--- config.mk ---
export PLATFORM = sky130hd
export DESIGN_NAME = iir_filter
export DESIGN_NICKNAME = d
export VERILOG_FILES = /design/src/rtl/iir_filter_pkg.sv /design/src/rtl/iir_filter_mac.sv /design/src/rtl/iir_filter.sv
export SDC_FILE = /design/constraint.sdc
export NUM_CORES = 1
export LEC_CHECK = 0
export ABC_AREA = 1
export CAP_MARGIN = 20
export CORE_MARGIN = 3
export CORE_UTILIZATION = 42
export DETAILED_ROUTE_END_ITERATION = 10
export PLACE_DENSITY = 0.65
export RECOVER_POWER = 25
export SKIP_CTS_REPAIR_TIMING = 1
export SYNTH_ARGS = -nofsm -noshare
export SYNTH_HDL_FRONTEND = slang
export SYNTH_SLANG_ARGS = --single-unit
--- constraint.sdc ---
create_clock -name clk -period 3.8 [get_ports clk]
set_input_delay 0.76 -clock clk [delete_from_list [all_inputs] [get_ports clk]]
set_output_delay 0.76 -clock clk [all_outputs]
set_load 0.01 [all_outputs]
--- src/rtl/iir_filter_pkg.sv ---
// Shared widths, fixed-point constants, default coefficients and helpers for iir_filter.
package iir_filter_pkg;

  localparam int DATA_W    = 16;
  localparam int COEF_W    = 16;
  localparam int RES_W     = 24;
  localparam int ACC_W     = 48;
  localparam int COEF_FRAC = 14;
  localparam int RES_FRAC  = 8;

  localparam logic signed [COEF_W-1:0] B0_DEF = 16'sd16384;
  localparam logic signed [COEF_W-1:0] B1_DEF = 16'sd0;
  localparam logic signed [COEF_W-1:0] B2_DEF = 16'sd0;
  localparam logic signed [COEF_W-1:0] A1_DEF = -16'sd8192;
  localparam logic signed [COEF_W-1:0] A2_DEF = 16'sd0;

  localparam logic signed [ACC_W-1:0] RES_MAX = ACC_W'(2 ** (RES_W - 1) - 1);
  localparam logic signed [ACC_W-1:0] RES_MIN = -RES_MAX - ACC_W'(1);

  typedef logic signed [DATA_W-1:0] sample_t;
  typedef logic signed [RES_W-1:0]  q16_8_t;
  typedef logic signed [ACC_W-1:0]  acc_t;

  typedef struct packed {
    sample_t x1;
    sample_t x2;
    q16_8_t  y1;
    q16_8_t  y2;
  } hist_t;

  // Integer sample times Q2.14 coefficient, aligned to the 22 fractional bits of the accumulator.
  function automatic acc_t mul_ff(input logic signed [COEF_W-1:0] c, input sample_t x);
    acc_t cw, xw;
    cw = ACC_W'(c);
    xw = ACC_W'(x);
    return (cw * xw) <<< RES_FRAC;
  endfunction

  function automatic acc_t mul_fb(input logic signed [COEF_W-1:0] c, input q16_8_t y);
    acc_t cw, yw;
    cw = ACC_W'(c);
    yw = ACC_W'(y);
    return cw * yw;
  endfunction

endpackage

--- src/rtl/iir_filter_mac.sv ---
// Combinational five-tap biquad multiply-accumulate, requantise to Q16.8.
// Saturates when IIR_FILTER_SAT_EN is defined, otherwise wraps to 24 bits.
module iir_filter_mac
  import iir_filter_pkg::*;
#(
  parameter logic signed [COEF_W-1:0] B0 = B0_DEF,
  parameter logic signed [COEF_W-1:0] B1 = B1_DEF,
  parameter logic signed [COEF_W-1:0] B2 = B2_DEF,
  parameter logic signed [COEF_W-1:0] A1 = A1_DEF,
  parameter logic signed [COEF_W-1:0] A2 = A2_DEF
) (
  input  sample_t x0_i,
  input  sample_t x1_i,
  input  sample_t x2_i,
  input  q16_8_t  y1_i,
  input  q16_8_t  y2_i,
  output q16_8_t  y_o
);

  acc_t acc;
  acc_t acc_shr;

  // NOTE: every combinational output gets a value on every path, so no latch is inferred.
  always_comb begin
    acc = mul_ff(B0, x0_i) + mul_ff(B1, x1_i) + mul_ff(B2, x2_i)
        - mul_fb(A1, y1_i) - mul_fb(A2, y2_i);
    acc_shr = acc >>> COEF_FRAC;
`ifdef IIR_FILTER_SAT_EN
    if (acc_shr > RES_MAX)      y_o = RES_W'(RES_MAX);
    else if (acc_shr < RES_MIN) y_o = RES_W'(RES_MIN);
    else                        y_o = RES_W'(acc_shr);
`else
    y_o = RES_W'(acc_shr);
`endif
  end

endmodule

--- src/rtl/iir_filter.sv ---
// Direct-form-I biquad IIR filter with strobe-qualified history and registered Q16.8 output.
// Optional build macro IIR_FILTER_SAT_EN selects saturation instead of wrap on the output.
module iir_filter
  import iir_filter_pkg::*;
#(
  parameter logic signed [COEF_W-1:0] B0 = B0_DEF,
  parameter logic signed [COEF_W-1:0] B1 = B1_DEF,
  parameter logic signed [COEF_W-1:0] B2 = B2_DEF,
  parameter logic signed [COEF_W-1:0] A1 = A1_DEF,
  parameter logic signed [COEF_W-1:0] A2 = A2_DEF
) (
  input  logic              clk,
  input  logic              rst_n,
  input  logic              data_en,
  input  logic [DATA_W-1:0] data,
  output logic [RES_W-1:0]  result
);

  hist_t  hist_q, hist_d;
  q16_8_t result_q, result_d;
  q16_8_t y;

  iir_filter_mac #(
    .B0(B0), .B1(B1), .B2(B2), .A1(A1), .A2(A2)
  ) u_mac (
    .x0_i (sample_t'(data)),
    .x1_i (hist_q.x1),
    .x2_i (hist_q.x2),
    .y1_i (hist_q.y1),
    .y2_i (hist_q.y2),
    .y_o  (y)
  );

  always_comb begin
    hist_d   = hist_q;
    result_d = result_q;
    if (data_en) begin
      result_d  = y;
      hist_d.x1 = sample_t'(data);
      hist_d.x2 = hist_q.x1;
      hist_d.y1 = y;
      hist_d.y2 = hist_q.y1;
    end
  end

  // NOTE: state registers use non-blocking assignments so all history taps shift on the same edge.
  always_ff @(posedge clk or negedge rst_n) begin
    if (!rst_n) begin
      hist_q   <= '0;
      result_q <= '0;
    end else begin
      hist_q   <= hist_d;
      result_q <= result_d;
    end
  end

  assign result = result_q;

endmodule

**After elaboration in Yosys (flattened, before gate mapping)**

Cells that the tools add are included.
W data, S select, Z words.

- Word-level logic and storage cells: 3
- Output and inout bits: 24
- Memory bits (read-only): 0
- Register bits after elaboration: 24
- Bits in writable memories: 0
- Latch bits: 0
- Input bits: 19
- Memories: 0

- Multiplexer cells: 0
- Div/mod/pow operators: 0
- Bitwise operators: 0
- Add/subtract/negate cells: 2
- Multiply operators: 0
- Shifts and indexed selects: 0
- Magnitude comparators: 0
- Equality and inequality tests: 0
- Reduce and logical (&&, ||, !) cells: 0

Operators by type and width:

| cell | count |
|---|---|
| $sub A38 B38 Y38 | 1 |
| $neg A24 Y25 | 1 |

**Logic depth before layout (Yosys ltp)**

- Depth in word-level cells: 2
- Depth in mapped cells: 22
- Mapped depth without buffers: 22

**Modules after synthesis**

From an unflattened synthesis, not the netlist that was laid out.

- Cell total of the unflattened synthesis: 707
- Area, all modules: 5161.2 um2

By module, submodules not included:

| module | instances | cells an instance | seq. area each (um2) | area an instance (um2) |
|---|---|---|---|---|
| iir_filter | 1 | 362 | 2001.9 | 3233.1 |
| iir_filter_mac | 1 | 345 | 0.0 | 1928.1 |

**Least setup slack after synthesis**

OpenSTA, ideal clock, no wires.

- Path kind: register -> register
- From: register, netlist name result[0]
- To: register result_q[22] (netlist: result[22])
- Path slack: 899 ps
- Arrival: 2784 ps
- Clock period less this slack: 2901 ps
- Data required time: 3683 ps
- Setup time: 117 ps
- Stages on the path, launching flop included: 22
- Buffers on the path: 0
- Path through: dfrtp_1 -> inv_2 -> ha_1 -> nand2_2 -> nor2_4 -> nand2_1 -> nor2_1 -> inv_1 -> nor2_2 -> nand2_1 -> xor2_1 -> ha_1 -> a21oi_1 -> nor2_1 -> o21ai_0 -> nand3_1 -> nor2_1 -> nand2_2 -> nand2_1 -> nand2_1 -> nand3_1 -> nand2_1

RTL lines:

| item | line | text |
|---|---|---|
| to (signal assigned) | iir_filter.sv:53 | `result_q <= result_d;` |
| to (decl) | iir_filter.sv:20 | `q16_8_t result_q, result_d;` |

==> results.py <==
metrics = {
    "placed_design": {
        "io_buffers": 42,
        "place_hpwl_um": 6280,
        "dp_slack_ns": 0.285,
        "place_congestion": 0.940,
    },
    "finish": {
        "diodes": 0,
        "largest_register_ffs": 24,
        "drive_gt1_frac": 0.0946,
        "area_delta_synth_final_pct": 20.4,
        "nNetsFinal": 501,
        "fillers": 643,
    },
    "global_route": {
        "overflow": 0,
        "grt_start_max_net_pins": 26,
        "antenna_found_initial": 0,
        "grtUsageTotal": 0.227,
        "grt_pass1_vias": 2793,
        "grt_pass1_wl_um": 13500,
    },
    "setup_path": {
        "start_kind": "register",
        "critical_path.max_fanout": 6,
        "worst_setup_path_end_kind": "register",
        "r2r-end": "result[22]",
        "rr_worst_depth": 21,
        "worstReg2RegStart": "result[0]",
        "worst-r2r-setup-slack_ns": 0.33,
        "path_class": "reg2reg",
        "required_ns": 3.98,
        "worstPathArrival_ns": 3.65,
    },
    "pwr": {
        "finalPower_w": 0.00270,
        "leakage_nw": 1.54,
        "power_density_nw_per_um2": 836,
        "ir_drop_v": 0.000396,
        "p_clk_frac": 0.070,
        "swShare": 0.535,
        "pwr-share-seq": 0.204,
        "p_sw_w": 0.00144,
        "p_int_w": 0.00125,
        "comb_power_share": 0.726,
    },
    "clocking": {
        "numCtsBuffers": 3,
        "cts_tree": "done",
        "htreeDepth": 1,
        "cts.sink_count": 24,
        "cts_max_path_buffers": 2,
        "clock_latency_ns": 0.28,
        "clockRootBuffer": "clkbuf_8",
        "path_clk_slew_ns": 0.10,
    },
    "sta": {
        "hold_viol_final": 0,
        "slew_violations": 0,
        "fin_crit_sh": 0.912,
        "setup_viol": 0,
        "setup_ws_ns": 0.334,
        "fin_tns_setup_ns": 0,
        "period_needed_ns": 3.47,
        "worstMarginPinSlew_ns": 1.40,
        "skew_ns": 0.00316,
        "slew_headroom": 0.0666,
        "timing.hold.ws_ns": 0.523,
        "max_freq_ghz": 0.288,
        "rsz0062_at_grt": "no",
    },
    "synth": {
        "synth_edf_count": 0,
        "synth_common_cells": "nand2_1 (125), inv_1 (47), nor2_1 (41)",
        "yosysWarnings": 0,
        "postSynthAreaPerCell_um2": 6.35,
        "ys_top_cells_by_area": "dfrtp_1 (22%), nand2_1 (18%), ha_1 (7.5%), nand3_1 (6.7%), inv_1 (6.6%)",
        "synth_top_cell_area_share": 0.224,
        "synth_flop_cell": "dfrtp_1",
        "synth_cells": 422,
        "synth_area_um2": 2680,
        "synth_top_area_cell": "dfrtp_1",
        "synth-seq-area-share": 0.224,
        "synth.most_common_cell": "nand2_1",
        "synth_cell_types": 31,
        "synth_fp_nets": 457,
        "synth-async-reset-ratio": 1.00,
        "ys_seq_elements": 24,
    },
    "floorplan": {
        "die_x_um": 85.9,
        "dieArea_um2": 7380,
        "placementRows": 28,
        "floorplan.initialDensity": 0.442,
        "ios": 43,
        "coreArea_um2": 6060,
        "die_h_um": 85.9,
    },
    "flow_run": {
        "max_cap_viol_count": 0,
    },
    "worst_hold_path": {
        "worstHoldPathType": "reg2reg",
        "hp-start": "result[20]",
        "min_to": "result[20]",
        "hold_depth": 2,
    },
    "detailed_routing": {
        "drt_iter0_markers": 185,
        "dr_total_vias": 2780,
        "wl_um": 7780,
        "avgRoutedWirePerCell_um": 14.4,
        "route.detailed.drc": 0,
        "ant_nets": 0,
        "first_pass_iters": 4,
        "avgViaCountPerCell": 5.15,
    },
    "run_status": {
        "outcome": "finished clean",
    },
}
-- area by class of cell --
class,instances,area (um^2),share of cell area
Clock buffer,4,55.1,0.0171
Sequential cell,24,601,0.186
Tap cell,75,93.8,0.0291
Inverter,52,195,0.0605
Multi-Input combinational cell,341,1850,0.573
Timing Repair Buffer,44,432,0.134
-- worst max-delay path by stage --
stage | end | from | slack [ns]
global route | result[22] | result[0] | 0.03
CTS | result[22] | result[0] | 0.26
detailed placement | result[22] | result[0] | 0.29
global placement | result[22] | result[0] | 0.31
finish | result[22] | result[0] | 0.33
floorplan | result[22] | result[0] | 0.90
-- per-stage QoR --
step	cell area [um^2]	instances	utilization
2_1_floorplan	2680	422	-
3_3_place_gp	3170	536	0.524
3_5_place_dp	3170	536	0.524
4_1_cts	3230	540	0.533
5_1_grt	3230	540	0.532
6_report	3230	540	0.532
-- routing by layer --
| metal | track usage | up-vias | part of all wire |
|---|---|---|---|
| li1 | - | 1453 | - |
| met1 | 0.315 | 1246 | 0.51 |
| met2 | 0.369 | 68 | 0.43 |
| met3 | 0.0365 | 13 | 0.047 |
| met4 | 0.0547 | 0 | 0.018 |
| met5 | 0 | - | 0 |
-- kinds of logic after synthesis --
kind of cell	synth area share
DFF	0.224
buffers and inverters	0.0864
adders and majority gates	0.0747
xor gates and xnor gates	0.0621
and+or+nand+nor	0.467
AOI/OAI and AO/OA	0.0859
-- layout by cell type (no fill, tap or decap), types with 3 or more instances in the layout --
cell / count
dfrtp_1: 24
nor3_2: 3
xor2_1: 12
o21ai_1: 6
nor3_1: 7
clkdlybuf4s50_1: 41
nor2_2: 6
nor2_1: 41
xnor2_1: 7
nand3_1: 36
o21ai_0: 20
nand2_2: 11
a21oi_1: 13
inv_2: 5
inv_1: 47
nand2_1: 125
nor2_4: 5
nand4_1: 14
clkbuf_8: 4
nand3_2: 5
nand3b_1: 6
ha_1: 15
-- power by group through the flow --
stage	registers [W]	clock network, W	logic [W]
after floorplan	0.000573	0	0.00130
after global placement	0.000551	0	0.00193
after detailed placement	0.000554	0	0.00193
after CTS	0.000551	0.000193	0.00195
after global routing	0.000577	0.000205	0.00221
final	0.000551	0.000189	0.00196
-- worst max-delay path, cell delays in order, from the launching register on --
cell,delay (ns)
dfrtp_1,0.43
inv_2,0.12
ha_2,0.24
nand2_2,0.10
nor2_4,0.15
nand2_1,0.11
nor2_1,0.15
inv_1,0.10
nor2_2,0.23
nand2_1,0.14
xor2_1,0.18
ha_1,0.37
a21oi_1,0.24
nor2_1,0.07
o21ai_1,0.18
nand3_1,0.11
nor2_1,0.12
nand2_2,0.07
nand2_1,0.06
nand2_1,0.05
nand3_1,0.08
nand2_1,0.05
(Power assumes the default switching activity.)
==> RTL edit 1 (same settings) <==
`RES_W`: 24 -> 25.
--- a/src/rtl/iir_filter_pkg.sv
+++ b/src/rtl/iir_filter_pkg.sv
@@ -4,5 +4,5 @@
   localparam int DATA_W    = 16;
   localparam int COEF_W    = 16;
-  localparam int RES_W     = 24;
+  localparam int RES_W     = 25;
   localparam int ACC_W     = 48;
   localparam int COEF_FRAC = 14;
Interface: changed (resized result); port bits go from 43 to 44. The function was not compared with the original's and may differ.
==> RTL edit 1 against the original RTL <==
  * Fmax increased by 1.9%
  * Routed wire length rose by 9.6%
  * Sequential cell count grew 1
  * Global-route usage is 0.57 points higher
  * Via count is 11% higher
  * Hold slack better by 3.8 ps
  * Power increased by 7.7%
  * Design area is 6.8% higher
  * Largest power group unchanged
  * Worst setup slack improved by 64 ps
  * Synthesized area increased by 6.4%
  * Critical endpoint unchanged
==> RTL edit 1: results (changes against the original RTL) <==
outcome complete, no violations (unchanged); vias per cell 5.32 (was 5.15); vias in the first global route 2932 (was 2793); HPWL after detailed placement 6870 microns (was 6280 microns); R2R cell count 22 (was 21); Adder-Cell Fraction of Synth Area 7.46% (was 7.47%); first-pass GRT wire length 14400 microns (was 13500 microns); Synth cell types 37 (was 31); drt pass-1 iters 5 (was 4); Setup Skew 4.56 ps (was 3.16 ps); xor/xnor share of the synthesized area 5.22% (was 6.21%); 1st-iter DRT viols 221 (was 185); final wirelength 8520 microns (was 7780 microns); max reg flops 25 (was 24); Area contributors post-synth dfrtp_1 (22%), nand2_1 (18%), ha_1 (7.5%) (unchanged); Critical Path AT 3580 ps (was 3650 ps); Post-synth top cells nand2_1 (134), inv_1 (54), nor2_1 (44), nand3_1 (42), dfrtp_1 (25) (was nand2_1 (125), inv_1 (47), nor2_1 (41), nand3_1 (36), dfrtp_1 (24)); Placer Congestion 0.998 (was 0.940); static leakage 1.70 nW (was 1.54 nW); net count of the mapped netlist 493 (was 457); share of cells above drive strength 1 9.56% (was 9.46%); sequential area share after synthesis 21.9% (was 22.4%); VDD IR max 0.401 mV (was 0.396 mV); non-filler cells, final 579 (was 540); compound-gate portion of the synthesized area 10.9% (was 8.59%); fin nets 539 (was 501); IO buf count 43 (was 42); reg-to-reg setup timing slack 400 ps (was 330 ps); Max FO, Critical Path 5 (was 6); overall fraction of global-route tracks in use 23.3% (was 22.7%); Fill cells 675 (was 643); Synth Instances 457 (was 422); largest net degree at the start of global routing 31 (was 26); measured slew at the worst slew-check pin 1460 ps (was 1400 ps)
RTL edit 1: area by class of cell:
cell class | count | area [sq um] | share of cell area, %
clock buffers | 3 | 41.3 | 1.20
clock inverters | 1 | 5.00 | 0.145
inverters | 63 | 236 | 6.86
multi-input cells | 363 | 1980 | 57.6
flip-flops and latches | 25 | 626 | 18.2
well taps | 77 | 96.3 | 2.80
repair buffers | 47 | 457 | 13.3
RTL edit 1: metrics by stage:
step	hold slack [ps]	util, %	power [W]	instance area (sq um)	setup WS [ps]
floorplan	464	-	0.00202	2850	875
global route	558	53.4	0.00322	3450	51.3
CTS	537	53.1	0.00289	3430	240
global placement	494	52.3	0.00268	3380	341
finish	527	53.4	0.00290	3450	398
detailed placement	508	52.3	0.00269	3380	272
RTL edit 1: critical path, stage by stage, from the launching register on:
cell and delay, ps:
dfrtp_1 430, inv_2 120, ha_2 250, nand3_2 130, inv_2 70, nand3b_1 90, nor2_1 100, nand2_1 100
nor2_2 130, nand2_1 150, inv_1 110, nand2_1 70, o21ai_1 120, o21ai_1 80, ha_1 350, a21oi_1 230
or2_2 140, nand3_1 90, or2_2 300, nand2_1 70, nand2_1 60, nand3_1 70, nand2_1 50
RTL edit 1: how the worst min path moves through the flow:
stage | from | end | slack (ps) | depth (start not counted)
finish | result[24] | result[24] | 530 | 2
global route | result[24] | result[24] | 560 | 2
CTS | result[24] | result[24] | 540 | 2
detailed placement | result[24] | result[24] | 510 | 2
global placement | result[24] | result[24] | 490 | 2
floorplan | rst_n | result[0] | 460 | 0
RTL edit 1: per-layer routing:
layer	up-vias	part of all wire (%)	track usage [%]
met5	-	0	0
met4	0	1.4	6.04
met3	13	6.6	3.45
met2	105	44	35.7
met1	1393	48	34.2
li1	1567	-	-
RTL edit 1: report_power, final:
group          leakage (nW)  internal (W)  switching (W)
registers             0.304      0.000396       0.000189
logic                  1.37      0.000852        0.00130
clock network        0.0255     0.0000737      0.0000961
RTL edit 1: cell families after synthesis:
logic type | after synthesis
adders and majority gates | 17
xor gates and xnor gates | 17
AOI/OAI and AO/OA | 58
and+or+nand+nor | 271
DFF | 25
buffers and inverters | 69
==> RTL edit 2 (same settings) <==
Without the edit above. Put one more register stage on the output `result`, without a reset. The value now appears one clock later.
--- a/src/rtl/iir_filter.sv
+++ b/src/rtl/iir_filter.sv
@@ -55,5 +55,7 @@
   end
 
-  assign result = result_q;
+  always_ff @(posedge clk) begin
+    result <= result_q;
+  end
 
 endmodule
Behaviour: not the same (Yosys sat finds a counterexample within 4 cycles, from zero or initial values and one cycle with rst_n low).
==> RTL edit 2 against the original RTL <==
  * Power increased by 25%
  * Sequential cell count increased by 24
  * Synthesized area increased by 19%
  * Design area increased by 20%
  * Die area increased by 17%
  * Routed wire length increased by 7.2%
  * Hold slack got worse by 94 ps
  * Worst setup slack improved by 73 ps
  * Critical endpoint is now hist_q[46]
  * Highest routed layer unchanged
==> RTL edit 2: results (changes against the original RTL) <==
Area contributors post-synth dfrtp_1 (19%), nand2_1 (16%), dfxtp_1 (15%) (was dfrtp_1 (22%), nand2_1 (18%), ha_1 (7.5%)); pre-CTS WS 408 ps (was 285 ps); vias per cell 5.04 (was 5.15); static leakage 1.80 nW (was 1.54 nW); Sw Ratio 46.6% (was 53.5%); drt pass-1 iters 5 (was 4); first-pass GRT wire length 13900 microns (was 13500 microns); Post-synth top cells nand2_1 (132), inv_1 (44), nor2_1 (40), nand3_1 (38) (was nand2_1 (125), inv_1 (47), nor2_1 (41), nand3_1 (36), dfrtp_1 (24)); placed cell areas 3740 sq um (was 3170 sq um); xor/xnor share of the synthesized area 5.23% (was 6.21%); sequential area share after synthesis 33.9% (was 22.4%); Synth cell types 34 (was 31); fin nets 531 (was 501); initial antenna violation count 0 (unchanged); 1st-iter DRT viols 196 (was 185); outcome complete, no violations (unchanged); measured slew at the worst slew-check pin 765 ps (was 1400 ps); vias in the first global route 2908 (was 2793); net count of the mapped netlist 483 (was 457); clock insertion delay at the later pin of the skew report 300 ps (was 280 ps); Placer Congestion 0.996 (was 0.940); HPWL after detailed placement 6490 microns (was 6280 microns); compound-gate portion of the synthesized area 7.50% (was 8.59%); Critical Path AT 3590 ps (was 3650 ps); final wirelength 8340 microns (was 7780 microns); total CTS buffers 5 (was 3); Adder-Cell Fraction of Synth Area 6.29% (was 7.47%); VDD IR max 0.316 mV (was 0.396 mV); Max H-tree Level 2 (was 1); Primary FF master, synth dfxtp_1 (was dfrtp_1); Setup Skew 4.33 ps (was 3.16 ps); Fill cells 740 (was 643); share of cells above drive strength 1 10.3% (was 9.46%); asr flop ratio synth 50.0% (was 100%)
-- RTL edit 2: cell types whose count changed in the layout (fill, tap and decap cells not counted), moves of 4 or more --
cell and change:
nand2_1 +7, nor3_1 +4, nand4_1 -6, dfxtp_1 +24, o21ai_0 -6
-- RTL edit 2: path summary, 6_finish.rpt --
| kind | start | endpoint | slack (ps) | depth (start not counted) |
|---|---|---|---|---|
| worst max-delay path | hist_q[24] | hist_q[46] | 410 | 18 |
| worst min-delay path | hist_q[43] | result[19] | 430 | 0 |
| worst max register to register | hist_q[24] | hist_q[46] | 410 | 18 |
| worst min register to register | hist_q[43] | result[19] | 430 | 0 |
| min in group asynchronous | rst_n | hist_q[29] | 840 | 2 |
| max in group asynchronous | rst_n | hist_q[44] | 2710 | 2 |
-- RTL edit 2: cell type report --
cell class	count	area, sq um	area share (%)
clock inverter	1	30.0	0.775
sequential	48	1080	27.9
timing repair buffer	46	450	11.6
clock buffer	7	96.3	2.49
tap	99	124	3.20
multi-input combinational	348	1910	49.4
inverter	47	176	4.56
-- RTL edit 2: power groups by stage --
stage | clock, W | combinational [W] | sequential (W)
floorplan | 0 | 0.00131 | 0.00101
global placement | 0 | 0.00196 | 0.000984
detailed placement | 0 | 0.00196 | 0.000990
CTS | 0.000422 | 0.00198 | 0.000981
global route | 0.000433 | 0.00223 | 0.00102
finish | 0.000406 | 0.00199 | 0.000975
-- RTL edit 2: cells by family after synthesis --
family	after synthesis
and+or+nand+nor	269
buffers and inverters	52
DFF	48
AOI/OAI and AO/OA	44
xor gates and xnor gates	19
adders and majority gates	16
-- RTL edit 2: routing by layer --
metal	track usage [%]	wire (microns)	vias up
met5	0	0	-
met4	6.23	204	0
met3	2.98	508	14
li1	-	-	1558
met2	32.5	3780	90
met1	27.3	3840	1341
-- RTL edit 2: metrics by stage --
stage / util [%] / cells
3_3_place_gp: 51.3 / 588
4_1_cts: 53.0 / 596
6_report: 53.1 / 596
3_5_place_dp: 51.3 / 588
2_1_floorplan: - / 448
5_1_grt: 53.1 / 596
